<file path="src/rtl/regfile_mp_pkg.sv">
// Shared register-file constants and the write-qualification helper used by the
// register file and its busy scoreboard.
package regfile_mp_pkg;

   localparam int              REG_BUS     = 32;
   localparam int              REG_NUM     = 32;
   localparam int              REG0        = 0;
   localparam logic [REG_BUS-1:0] REG_RST_VAL = '0;
   localparam logic [REG_BUS-1:0] REG0_VAL    = '0;
   localparam logic            RST_VAL     = 1'b0;

   // A write is real unless it targets the hardwired zero register.
   function automatic logic wr_ok(input logic en, input logic addr_is0, input logic zero_reg);
      return en & ~(zero_reg & addr_is0);
   endfunction

endpackage

</file>
<file path="src/rtl/regfile_mp_if.sv">
// Bundle of the register file's read, write and issue ports.
interface regfile_mp_if
   import regfile_mp_pkg::*;
#(
   parameter int XLEN = REG_BUS,
   parameter int NREG = REG_NUM,
   parameter int NRD  = 2,
   parameter int NWR  = 1
);
   localparam int AW = $clog2(NREG);

   logic [NWR-1:0]      wr_en;
   logic [NWR*AW-1:0]   wr_addr;
   logic [NWR*XLEN-1:0] wr_data;
   logic [NRD*AW-1:0]   rd_addr;
   logic [NRD*XLEN-1:0] rd_data;
   logic [NRD-1:0]      rd_busy;
   logic                iss_en;
   logic [AW-1:0]       iss_addr;
   logic [NREG-1:0]     busy_vec;

   modport master (
      output wr_en, wr_addr, wr_data, rd_addr, iss_en, iss_addr,
      input  rd_data, rd_busy, busy_vec
   );

   modport slave (
      input  wr_en, wr_addr, wr_data, rd_addr, iss_en, iss_addr,
      output rd_data, rd_busy, busy_vec
   );

endinterface

</file>
<file path="src/rtl/regfile_scoreboard.sv">
// Per-register busy bits: set on issue, cleared on writeback, issue wins a tie.
module regfile_scoreboard
   import regfile_mp_pkg::*;
#(
   parameter int NREG     = REG_NUM,
   parameter int AW       = $clog2(NREG),
   parameter int NWR      = 1,
   parameter int ZERO_REG = 1
) (
   input  logic              clk,
   input  logic              rst,
   input  logic              iss_en,
   input  logic [AW-1:0]     iss_addr,
   input  logic [NWR-1:0]    clr_en,
   input  logic [NWR*AW-1:0] clr_addr,
   output logic [NREG-1:0]   busy_vec
);

   logic [NREG-1:0] busy_next;

   always_comb begin
      busy_next = busy_vec;
      for (int k = 0; k < NWR; k++) begin
         if (clr_en[k]) busy_next[clr_addr[k*AW +: AW]] = 1'b0;
      end
      // Applied after the clears so a fresh producer stays outstanding.
      if (iss_en) busy_next[iss_addr] = 1'b1;
      if (ZERO_REG != 0) busy_next[REG0] = 1'b0;
   end

   always_ff @(posedge clk) begin
      if (rst) busy_vec <= {NREG{RST_VAL}};
      else     busy_vec <= busy_next;
   end

endmodule

</file>
<file path="src/rtl/regfile_mp.sv">
// Multi-port integer register file with optional write-to-read bypass and a
// RAW-hazard busy scoreboard.
module regfile_mp
   import regfile_mp_pkg::*;
#(
   parameter int XLEN     = REG_BUS,
   parameter int NREG     = REG_NUM,
   parameter int AW       = $clog2(NREG),
   parameter int NRD      = 2,
   parameter int NWR      = 1,
   parameter int BYPASS   = 1,
   parameter int ZERO_REG = 1
) (
   input logic         clk,
   input logic         rst,
   regfile_mp_if.slave bus
);

   logic [XLEN-1:0] regs    [NREG];
   logic [AW-1:0]   wr_idx  [NWR];
   logic [XLEN-1:0] wr_word [NWR];
   logic [NWR-1:0]  wr_live;
   logic [AW-1:0]   rd_idx  [NRD];
   logic [XLEN-1:0] rd_val  [NRD];
   logic [NWR*AW-1:0] clr_addr;

   for (genvar k = 0; k < NWR; k++) begin : g_wr
      assign wr_idx[k]  = bus.wr_addr[k*AW +: AW];
      assign wr_word[k] = bus.wr_data[k*XLEN +: XLEN];
      assign wr_live[k] = wr_ok(bus.wr_en[k], wr_idx[k] == '0, ZERO_REG != 0);
   end

   assign clr_addr = bus.wr_addr;

   // Ascending port order lets the highest-numbered port win a same-index conflict.
   always_ff @(posedge clk) begin
      if (rst) begin
         for (int i = 0; i < NREG; i++) regs[i] <= XLEN'(REG_RST_VAL);
      end else begin
         for (int k = 0; k < NWR; k++) begin
            if (wr_live[k]) regs[wr_idx[k]] <= wr_word[k];
         end
      end
   end

   always_comb begin
      for (int j = 0; j < NRD; j++) begin
         rd_idx[j] = bus.rd_addr[j*AW +: AW];
         rd_val[j] = regs[rd_idx[j]];
         if (BYPASS != 0) begin
            for (int k = 0; k < NWR; k++) begin
               if (wr_live[k] && wr_idx[k] == rd_idx[j]) rd_val[j] = wr_word[k];
            end
         end
         if (ZERO_REG != 0 && rd_idx[j] == '0) rd_val[j] = XLEN'(REG0_VAL);
      end
   end

   // rd_busy shows the registered state; same-cycle wakeup is left to issue logic.
   always_comb begin
      bus.rd_data = '0;
      bus.rd_busy = '0;
      for (int j = 0; j < NRD; j++) begin
         bus.rd_data[j*XLEN +: XLEN] = rd_val[j];
         bus.rd_busy[j]              = bus.busy_vec[rd_idx[j]];
      end
   end

   regfile_scoreboard #(
      .NREG     (NREG),
      .AW       (AW),
      .NWR      (NWR),
      .ZERO_REG (ZERO_REG)
   ) u_scoreboard (
      .clk      (clk),
      .rst      (rst),
      .iss_en   (bus.iss_en),
      .iss_addr (bus.iss_addr),
      .clr_en   (wr_live),
      .clr_addr (clr_addr),
      .busy_vec (bus.busy_vec)
   );

endmodule
</file>
<file path="src/flat_wrapper.sv">
// flat-port wrapper written by rule: the top's interface ports become plain ports
module regfile_mp_flat import regfile_mp_pkg::*;
#(
   parameter int XLEN     = REG_BUS,
   parameter int NREG     = REG_NUM,
   parameter int AW       = $clog2(NREG),
   parameter int NRD      = 2,
   parameter int NWR      = 1,
   parameter int BYPASS   = 1,
   parameter int ZERO_REG = 1
)
  (clk, rst, bus_wr_en, bus_wr_addr, bus_wr_data, bus_rd_addr, bus_iss_en, bus_iss_addr, bus_rd_data, bus_rd_busy, bus_busy_vec);
  regfile_mp_if #(.XLEN(XLEN), .NREG(NREG), .NRD(NRD), .NWR(NWR)) bus_i ();
  input logic clk;
  input logic rst;
  input wire logic [$bits(bus_i.wr_en)-1:0] bus_wr_en;
  input wire logic [$bits(bus_i.wr_addr)-1:0] bus_wr_addr;
  input wire logic [$bits(bus_i.wr_data)-1:0] bus_wr_data;
  input wire logic [$bits(bus_i.rd_addr)-1:0] bus_rd_addr;
  input wire logic [$bits(bus_i.iss_en)-1:0] bus_iss_en;
  input wire logic [$bits(bus_i.iss_addr)-1:0] bus_iss_addr;
  output wire logic [$bits(bus_i.rd_data)-1:0] bus_rd_data;
  output wire logic [$bits(bus_i.rd_busy)-1:0] bus_rd_busy;
  output wire logic [$bits(bus_i.busy_vec)-1:0] bus_busy_vec;
  assign bus_i.wr_en = bus_wr_en;
  assign bus_i.wr_addr = bus_wr_addr;
  assign bus_i.wr_data = bus_wr_data;
  assign bus_i.rd_addr = bus_rd_addr;
  assign bus_i.iss_en = bus_iss_en;
  assign bus_i.iss_addr = bus_iss_addr;
  assign bus_rd_data = bus_i.rd_data;
  assign bus_rd_busy = bus_i.rd_busy;
  assign bus_busy_vec = bus_i.busy_vec;
  regfile_mp #(.XLEN(XLEN), .NREG(NREG), .AW(AW), .NRD(NRD), .NWR(NWR), .BYPASS(BYPASS), .ZERO_REG(ZERO_REG)) u_core (.clk(clk), .rst(rst), .bus(bus_i));
endmodule
</file>
<file path="config.mk">
export PLATFORM = sky130hd
export DESIGN_NAME = regfile_mp_flat
export DESIGN_NICKNAME = d
export VERILOG_FILES = /design/src/rtl/regfile_mp_pkg.sv /design/src/rtl/regfile_mp_if.sv /design/src/rtl/regfile_scoreboard.sv /design/src/rtl/regfile_mp.sv /design/src/flat_wrapper.sv
export SDC_FILE = /design/constraint.sdc
export NUM_CORES = 2
export LEC_CHECK = 0
export BUFFER_PORTS_ARGS = -buffer_cell sky130_fd_sc_hd__buf_2
export CAP_MARGIN = 15
export CORE_AREA = 2 2 440 442
export CTS_BUF_LIST = sky130_fd_sc_hd__clkbuf_8
export CTS_CLUSTER_SIZE = 24
export DETAILED_ROUTE_END_ITERATION = 10
export DIE_AREA = 0 0 442 444
export PLACE_DENSITY = 0.48
export SYNTH_ARGS = -nofsm -noshare
export SYNTH_HDL_FRONTEND = slang
export SYNTH_SLANG_ARGS = --single-unit
</file>
<file path="constraint.sdc">
create_clock -name clk -period 2.8 [get_ports clk]
set_clock_uncertainty 0.15 [all_clocks]
set_input_delay 0.14 -clock clk [delete_from_list [all_inputs] [get_ports clk]]
set_output_delay 0.14 -clock clk [all_outputs]
set_load 0.01 [all_outputs]
</file>
# After elaboration in Yosys (flattened, before gate mapping)
# Memories as Yosys holds them, arrays and structs flattened.
# Index checks and enable logic that the tools add are counted.
# W data, S select, Z words.
# classes
addsub	0
mul	0
div	0
order_cmp	6
n_eq_ne	2
shift	0
n_mux	22
bitwise_logic	5
reduce_logical	8
# ops
cell	count
$mux W32	7
$and A32 B32 Y32	1
$not A32 Y32	1
$or A32 B32 Y32	1
$reduce_or A32 Y1	1
$lt A5 B6 Y1 const B	4
$logic_not A5 Y1	3
$bmux W1 S5	2
$demux W1 S5	2
$eq A5 B5 Y1	2
$ge A5 B1 Y1 const B	2
$mux W1	10
$mux W5	1
$logic_and A1 B1 Y1	4
$and A1 B1 Y1	1
$not A1 Y1	1
# totals
regBits	32
latch_bits	0
ram_bits	1024
rom_bits	0
inputBits	56
output_inout_bits	98
elab_cells	46
n_memories	1
# mem_list
name	depth	width	rd	rd_clocked_by_memory_dff	write_ports	line	rtl
u_core.regs	32	32	2	0	32	regfile_mp.sv:19	logic [XLEN-1:0] regs [NREG];

# Logic depth before layout (Yosys ltp)
# logic_depth
word_depth	9
mapped_depth	9
mapped_depth_nobuf	5

# By module
# A second synthesis with hierarchy kept.
# hier_totals
hier_cells	4010
hier_area_um2	57176.1
# modules_own_cells
module	instances	cells_each	area_each_um2	seq_area_each_um2
regfile_mp	1	3854	55816.0	30749.5
regfile_scoreboard	1	156	1360.1	620.6

# Least setup slack after synthesis
# OpenSTA, ideal clock, no wires.
# synth_timing
path_type	input port to flip-flop
startpoint	input port bus_wr_addr[2]
endpoint	memory u_core.regs[8][0] (netlist bit) (enable)
setup_time_ns	0.429
arrival_time_ns	2.393
required_ns	2.221
slack_ns	-0.172
stages	3
path_buffers	1
path_cell_list	clkbuf_1 or3b_2 o21bai_1
# synth_rtl
item	line	rtl
start: declaration	flat_wrapper.sv:17	input wire logic [$bits(bus_i.wr_addr)-1:0] bus_wr_addr;
end: declaration	regfile_mp.sv:19	

==> metrics.txt <==
status finished, violations left; failing checks negative setup slack; Worst Setup End Kind output pin; LEAKAGE 0.0250 uW; TritonCTS clock tree yes; Syn Inst Count 4049; post-synth top area share 53.9%; CTS buffer count 193; kind of critical path register to output pin; full die area 196000 um^2; Worst R2R End u_core.u_scoreboard.busy_vec[14]; worst-margin pin slew 0.766 ns; HPWL after DPL 154 mm; #FFs+latches synth 1055; switching fraction of total power 29.3%; Total GRT Usage 24.6%; NumNets Final 4520; Initial Util 29.8%; Final Max Tran Viols 0; num rows 161; WL/cell 34.2 um; Unique masters post-synth 62; initial antenna violation count 30; EDFF count, synth 1024; routed via count 40636; drt total wl 245 mm; Seq/Total Area, Yosys 55.0%; combinational fraction of design power 16.1%; Max Cap Viol 0; Hold EP u_core.u_scoreboard.busy_vec[18]; Clock Power Share 36.1%; most common cell in the synthesized netlist edfxtp_1; sequential share of power 47.8%; global-route wire length before repair 337 mm; post-layout min period 3.45 ns; CP startpoint kind register; final-report setup violation count 66; initial DRC count 5689; number of routed nets with antenna violations 0; Ys Warns 0; largest net degree at the start of global routing 60; Placement Setup Slack -0.536 ns; number of global-route vias before repair 41178; CP arrival 3.16 ns; Psw 11400 uW; Pre-antenna DRT Iters 5; fill count 18096; core area 192000 um^2; Remaining Overflow, GRT 0; Mapped Avg Cell Area 14.1 um^2; RSZ-0062 raised after global routing true; Yosys top cell by area edfxtp_1; ratio of cells with drive above 1 in the final layout 33.9%; normalized max-slew margin 48.9%; gpl congestion 0.848; fmax 290 MHz; Worst Hold Launch bus_iss_addr[4]; Die W 442 um; clk slew on worst S/H paths 0.06 ns; Syn-to-layout area delta 23.2%; Peak VDD IR 515 uV; root buffer cell clkbuf_8; Final period util 123%; vias per cell 5.67; Final Hold Fails 0; Power Density 556 nW/um^2; R2R Setup Slk 1.39 ns; worst hold path type input pin to register; Residual DRC 0; Hold Path Depth 5; dpl cells 6749; Max FO, Critical Path 2; internal power 27600 uW; clk buf depth 3; clk sinks 1055; Die Span Y 444 um; IO Pins 154; Async SR Flop Fraction 0%; RR Startpoint u_core.u_scoreboard.busy_vec[14]; setup slack after layout -0.653 ns; H-tree levels 4; FF-to-FF path depth 3; largest cells by area after synthesis edfxtp_1 (54%), mux4_2 (15%), and2_1 (11%), mux2i_1 (5.1%), clkbuf_1 (1.8%); Buffers on Ports 152; top_reg_cell synth edfxtp_1; Post-Layout Cell Count 7163; Syn Std Cell Area 57100 um^2; Critical Path RT 2.51 ns; Post-synth top cells edfxtp_1 (1024), and2_1 (998), mux4_2 (382); Clk Latency, worst-skew pair 0.94 ns
-- registers in the layout, summed over array words and instances, names as in the netlist --
register / flops
u_core.regs: 1024
u_core.u_scoreboard.busy_vec: 31
-- area by class of cell --
| cell class | instances | area [um^2] | area share (%) |
|---|---|---|---|
| clock buffers | 197 | 2710 | 3.86 |
| flip-flops and latches | 1055 | 31400 | 44.7 |
| inverters | 30 | 113 | 0.160 |
| multi-input cells | 2574 | 25800 | 36.7 |
| repair buffers | 610 | 6270 | 8.92 |
| well taps | 2526 | 3160 | 4.50 |
| clock inverters | 153 | 825 | 1.17 |
| diodes | 18 | 45.0 | 0.0641 |
-- what timing repair did --
| item | 4_1_cts | 5_1_grt |
|---|---|---|
| endpoints found under the hold margin | 1313 | 0 |
| buffers inserted | 9 | 12 |
| resized for setup | 286 | 108 |
| pin swaps | 146 | 75 |
| endpoints found under the setup margin | 66 | 66 |
| hold buffers | 64 | 0 |
-- how the worst max path moves through the flow --
stage | from | to | slack [ns] | depth (start not counted)
3_3_place_gp | bus_rd_addr[4] | bus_rd_data[20] | -0.83 | 11
2_1_floorplan | bus_wr_addr[2] | u_core.regs[8][0] | -0.17 | 3
6_report | u_core.regs[22][6] | bus_rd_data[6] | -0.65 | 7
3_5_place_dp | bus_rd_addr[4] | bus_rd_data[15] | -0.54 | 10
4_1_cts | u_core.regs[19][14] | bus_rd_data[14] | -0.70 | 8
5_1_grt | u_core.regs[19][14] | bus_rd_data[14] | -0.68 | 8
-- power by group through the flow --
stage | logic [uW] | clock network, uW | registers, uW
2_1_floorplan | 2980 | 0 | 18800
3_3_place_gp | 5720 | 0 | 18900
3_5_place_dp | 5720 | 0 | 19000
4_1_cts | 6120 | 14400 | 18600
5_1_grt | 6480 | 15000 | 18700
6_report | 6290 | 14100 | 18700
-- placed cells by master (no fill, tap or decap), drive strengths merged, types with 44 or more instances in the layout --
master	instances
a21oi	71
a221o	61
a221oi	83
a22oi	132
and2	998
buf	546
clkbuf	197
clkinv	72
dlygate4sd3	64
edfxtp	1024
inv	105
mux2i	290
mux4	382
nand2	63
nor2	90
nor3	44
o21ai	101
-- layer usage --
layer	vias to the layer above	share of wire, %	GRT usage (%)
met2	2332	46	38.4
met5	-	0.020	0
met3	424	9.0	4.77
li1	16463	-	-
met1	21409	41	33.3
met4	8	4.2	10.5
-- critical path, stage by stage (launching register included) --
cell and delay [ns]:
edfxtp_1 0.40, mux4_2 0.52, mux2_2 0.30, o2111ai_2 0.21, buf_4 0.17, nand4_1 0.25, o211a_1 0.21, buf_2 0.14
-- cell families after synthesis --
logic type | count (synthesis) | share of synthesized area (%)
AOI/OAI and AO/OA | 556 | 7.10
xor gates and xnor gates | 10 | 0.153
buffers and inverters | 452 | 3.80
DFF | 1055 | 55.0
muxes | 694 | 20.6
other | 1 | 0.00657
and+or+nand+nor | 1281 | 13.4
-- stage by stage --
step                util, %  hold WS [ns]  power, uW  area, um^2  setup TNS (ns)
finish                 36.7         0.102      39100       70300          -15.33
global route           36.7        0.0711      40200       70300          -21.09
CTS                    36.4       0.00416      39100       69700          -23.65
detailed placement     33.6         0.334      24700       64400           -7.97
global placement       33.6         0.326      24600       64400           -8.95
floorplan                 -         0.188      21800       57200          -20.03
Power figures use the tool's default switching activity.
